**src/rtl/fetch_queue.sv**
```systemverilog
// Instruction fetch queue: registers one in-flight imem read and buffers returned words FIFO-style.
// Optional same-cycle bypass of returning data into an empty queue is enabled by FETCH_QUEUE_BYPASS_EN.
module fetch_queue #(
    parameter int DEPTH = 4,
    parameter int AW    = 8,
    parameter int IW    = 9
) (
    input  logic          clock,
    input  logic          reset,
    input  logic [AW-1:0] pc,
    input  logic          pc_valid,
    output logic          pc_stall,
    input  logic          flush,
    output logic [AW-1:0] imem_addr,
    input  logic [IW-1:0] imem_data,
    output logic [IW-1:0] instr,
    output logic [AW-1:0] instr_pc,
    output logic          instr_valid,
    input  logic          instr_ready,
    output logic [4:0]    count
);

    localparam int PW = (DEPTH > 1) ? $clog2(DEPTH) : 1;
    localparam int CW = PW + 1;
    localparam logic [PW-1:0] PTR_ONE = PW'(1);
    localparam logic [CW-1:0] CNT_ONE = CW'(1);
    localparam logic [CW:0]   DEPTH_W = (CW + 1)'(DEPTH);

    logic [IW-1:0] r_mem_data [DEPTH];
    logic [AW-1:0] r_mem_pc   [DEPTH];
    logic [PW-1:0] r_head;
    logic [PW-1:0] r_tail;
    logic [CW-1:0] r_count;
    logic          r_inflight;
    logic [AW-1:0] r_pc_q;
    logic [IW-1:0] r_hold_instr;
    logic [AW-1:0] r_hold_pc;

    logic [CW:0]   w_occupied;
    logic          w_accept;
    logic          w_empty;
    logic          w_bypass;
    logic          w_instr_valid;
    logic [IW-1:0] w_instr;
    logic [AW-1:0] w_instr_pc;
    logic          w_pop;
    logic          w_pop_mem;
    logic          w_write;

    // Stall counts the in-flight read as occupied so its return always has a slot.
    assign w_occupied = {1'b0, r_count} + {{CW{1'b0}}, r_inflight};
    assign pc_stall   = (w_occupied >= DEPTH_W);
    assign w_accept   = pc_valid & ~pc_stall & ~flush;
    assign imem_addr  = pc;
    assign w_empty    = (r_count == '0);

`ifdef FETCH_QUEUE_BYPASS_EN
    assign w_bypass = r_inflight & w_empty & ~flush;
`else
    assign w_bypass = 1'b0;
`endif

    assign w_instr_valid = ~w_empty | w_bypass;
    assign w_pop         = w_instr_valid & instr_ready;
    assign w_pop_mem     = w_pop & ~w_empty;
    assign w_write       = r_inflight & ~(w_bypass & w_pop);

    // Head view falls through from storage; when nothing is valid the last shown value is held.
    always_comb begin
        w_instr    = r_hold_instr;
        w_instr_pc = r_hold_pc;
        if (!w_empty) begin
            w_instr    = r_mem_data[r_head];
            w_instr_pc = r_mem_pc[r_head];
        end else if (w_bypass) begin
            w_instr    = imem_data;
            w_instr_pc = r_pc_q;
        end
    end

    assign instr       = w_instr;
    assign instr_pc    = w_instr_pc;
    assign instr_valid = w_instr_valid;
    assign count       = 5'(r_count);

    always_ff @(posedge clock or posedge reset) begin
        if (reset) begin
            r_head       <= '0;
            r_tail       <= '0;
            r_count      <= '0;
            r_inflight   <= 1'b0;
            r_pc_q       <= '0;
            r_hold_instr <= '0;
            r_hold_pc    <= '0;
        end else begin
            r_hold_instr <= w_instr;
            r_hold_pc    <= w_instr_pc;
            if (w_accept) begin
                r_pc_q <= pc;
            end
            if (flush) begin
                r_head     <= '0;
                r_tail     <= '0;
                r_count    <= '0;
                r_inflight <= 1'b0;
            end else begin
                r_inflight <= w_accept;
                if (w_write) begin
                    r_tail <= r_tail + PTR_ONE;
                end
                if (w_pop_mem) begin
                    r_head <= r_head + PTR_ONE;
                end
                case ({w_write, w_pop_mem})
                    2'b10:   r_count <= r_count + CNT_ONE;
                    2'b01:   r_count <= r_count - CNT_ONE;
                    default: r_count <= r_count;
                endcase
            end
        end
    end

    // Storage needs no reset; occupancy is tracked entirely by the pointers and count.
    always_ff @(posedge clock) begin
        if (w_write && !flush) begin
            r_mem_data[r_tail] <= imem_data;
            r_mem_pc[r_tail]   <= r_pc_q;
        end
    end

endmodule

```
**config.mk**
```make
export PLATFORM = sky130hd
export DESIGN_NAME = fetch_queue
export DESIGN_NICKNAME = d
export VERILOG_FILES = /design/src/rtl/fetch_queue.sv
export SDC_FILE = /design/constraint.sdc
export NUM_CORES = 1
export LEC_CHECK = 0
export CAP_MARGIN = 10
export CORE_MARGIN = 1.5
export CORE_UTILIZATION = 49
export DETAILED_ROUTE_END_ITERATION = 10
export PLACE_DENSITY = 0.86
export SYNTH_ARGS = -nofsm -noshare
export SYNTH_HDL_FRONTEND = slang
export SYNTH_SLANG_ARGS = --single-unit
```
**constraint.sdc**
```tcl
create_clock -name clock -period 1.8 [get_ports clock]
set_clock_uncertainty 0.1 [all_clocks]
set_input_delay 0.36 -clock clock [delete_from_list [all_inputs] [get_ports clock]]
set_output_delay 0.36 -clock clock [all_outputs]
set_load 0.03 [all_outputs]
```
==> impl_metrics.ini <==
[grt]
grt_max_degree = 34
grt_pass1_vias = 2221
grt-ovfl-total = 0
grt_pass1_wl_mm = 11.33
grtUsageTotal_pct = 18.01
antenna_found_initial = 0

[synth]
yosysSeqAreaShare_pct = 70.96
netlist_instances = 209
syn-cell-area_mm2 = 0.004041
synth-seq-cells = 101
synth_edf_count = 68
synth_warnings = 0
synth_area_per_cell_um2 = 19.34
synth_ff_type = edfxtp_1
synthArstFlopShare_pct = 32.67
ys_types = 33

[sta]
timing.final.crit_period_ps = 2378
max_freq_mhz = 420.5
rsz0062_at_grt = true
fin_setup_tns_ps = -10250
hold_viol = 0
timing.final.ws_setup_ps = -578.2
finalCritPeriodShare_pct = 132.1
slew_viol_final = 0
setup_viol = 27

[clock_network]
cts_buffers = 9
hold_buffers = 0
clock_latency_ps = 360
clock_sinks = 101
cts-root-buf = clkbuf_8
cts_tree = built
clkTransAtPathRegs_ps = 100
clockBufferDepth = 2
htree_levels = 3

[critical_path]
cp-end-kind = primary output
crit_fanout = 5
crit_required_ps = 1340
cp-start-kind = flip-flop
cp.arrival_ps = 1920
crit_type = flip-flop to primary output

[pwr]
p_leak_nw = 2.058
total_power_mw = 9.243
powerDensity_mw_per_mm2 = 1738
ir_worst_vdd_mv = 0.6320

[layout]
nets = 320
area_growth_pct = 31.61
final_core_util_pct = 67.78
drive_above_1_share_pct = 46.98
antenna-diode-count = 0
final_cells = 400

[floorplanning]
die_x_um = 93.82
core-area_mm2 = 0.007848
die_area_mm2 = 0.008801
boundaryPins = 54
die_y_um = 93.82
std_cell_rows = 32
initial_utilization_pct = 51.50

[detailed_routing]
wire_per_inst_um = 18.01
firstDrtPassIters = 4
vias_per_cell = 5.130
ant_nets = 0
drcViolationCount = 0
drt-initial-drc-count = 62
routed_wl_mm = 7.204
num_vias = 2052

[placed_design]
finalWeightedCongestion = 0.7572
place_ws_ps = -629.4
hpwl_mm = 4.550
port_buffers = 51
dp.cells = 370

[run]
drv_cap = 0

[run_status]
status = finished, violations left
violations = setup timing

[hold_path]
hold_path_class = primary input to asynchronous set/reset pin
## cell usage after synthesis, drive strengths merged (2+ instances only)
library cell  count  area share [%]
a21oi             2            0.25
and2              4            0.62
buf              19             3.5
dfrtp            33              20
edfxtp           68              51
ha                4             1.2
inv               4            0.37
mux2             26             8.0
mux2i             2            0.50
mux4             17             9.5
nor2              8            0.74
xnor2             5             1.1
xor2              2            0.43
## metal layers
| layer | vias to the layer above | global-route usage [%] | share of wire (%) |
|---|---|---|---|
| li1 | 947 | - | - |
| met1 | 1055 | 21.58 | 41 |
| met2 | 46 | 30.68 | 54 |
| met3 | 4 | 5.583 | 3.3 |
| met4 | 0 | 6.592 | 0.67 |
| met5 | - | 0 | 0 |
## repair_timing
item | in CTS | in global routing
pin swaps | 4 | 5
cloned | 2 | 1
gates resized for setup | 134 | 10
hold endpoints to repair | 0 | 0
setup endpoints to repair | 32 | 34
buffers inserted | 9 | 5
## registers in the layout, summed over array words and instances (netlist names)
signal	count
r_mem_data	36
r_hold_pc	8
r_tail	2
r_mem_pc	32
r_inflight	1
r_head	2
r_pc_q	8
r_count	3
r_hold_instr	9
## power breakdown
group / internal, mW / total (mW) / switching, mW
registers: 2.93 / 3.15 / 0.216
logic: 2.55 / 4.66 / 2.11
clock network: 0.662 / 1.44 / 0.778
## cell families (layout without fill, tap and decap cells)
family | after synthesis | count (layout) | synth area share [%]
AO/OA/AOI/OAI | 7 | 7 | 1.300
XOR/XNOR | 7 | 7 | 1.517
adder cells (fa/ha/maj) | 5 | 5 | 1.734
buffers and inverters | 24 | 112 | 3.932
flip-flops | 101 | 101 | 70.96
multiplexers | 45 | 45 | 17.96
other | 1 | 2 | 0.09279
AND/OR/NAND/NOR | 19 | 19 | 2.508
## area by class of cell
class,count,area (um2)
repair buffers,92,972.2
flip-flops and latches,101,2873
inverters,4,15.01
fillers,512,2529
clock buffers,9,123.9
well taps,102,127.6
clock inverters,7,81.33
multi-input cells,85,1126
## worst max-delay path, cell delays in order (launching register included)
cell and delay, ps:
dfrtp_2 470, clkbuf_16 180, mux4_2 490, mux2_4 280, buf_6 140
## placed cells by master, fill, tap and decap left out, types with 2 or more instances in the layout
cell type	instances
dfrtp_1	29
ha_1	4
buf_6	27
mux2i_1	2
buf_4	31
inv_6	3
buf_12	7
clkbuf_8	9
conb_1	2
inv_1	4
mux2_4	25
mux4_2	17
edfxtp_1	68
xor2_1	2
and2_1	4
nor2_1	7
dfrtp_2	4
clkdlybuf4s50_1	21
clkinv_4	2
xnor2_1	5
dlygate4sd2_1	2
## path summary, 6_finish.rpt
check | from | end | slack, ps | cells after the start
max in group asynchronous | reset | r_head[0] | 960 | 3
min reg2reg | r_hold_pc[5] | r_hold_pc[5] | 410 | 1
max | r_head[0] | instr[7] | -580 | 4
min in group clock | r_hold_pc[5] | r_hold_pc[5] | 410 | 1
min | reset | r_pc_q[4] | 280 | 3
max reg2reg | r_count[1] | r_pc_q[1] | -60 | 5
## per-stage QoR
| stage | hold WS (ps) | area (um2) |
|---|---|---|
| after floorplan | 358.9 | 4104 |
| after global placement | 383.5 | 4837 |
| after detailed placement | 379.3 | 4837 |
| after CTS | 287.6 | 5273 |
| after global routing | 348.9 | 5319 |
| final | 284.3 | 5319 |
Note: power is estimated with default switching activity, not from simulation.
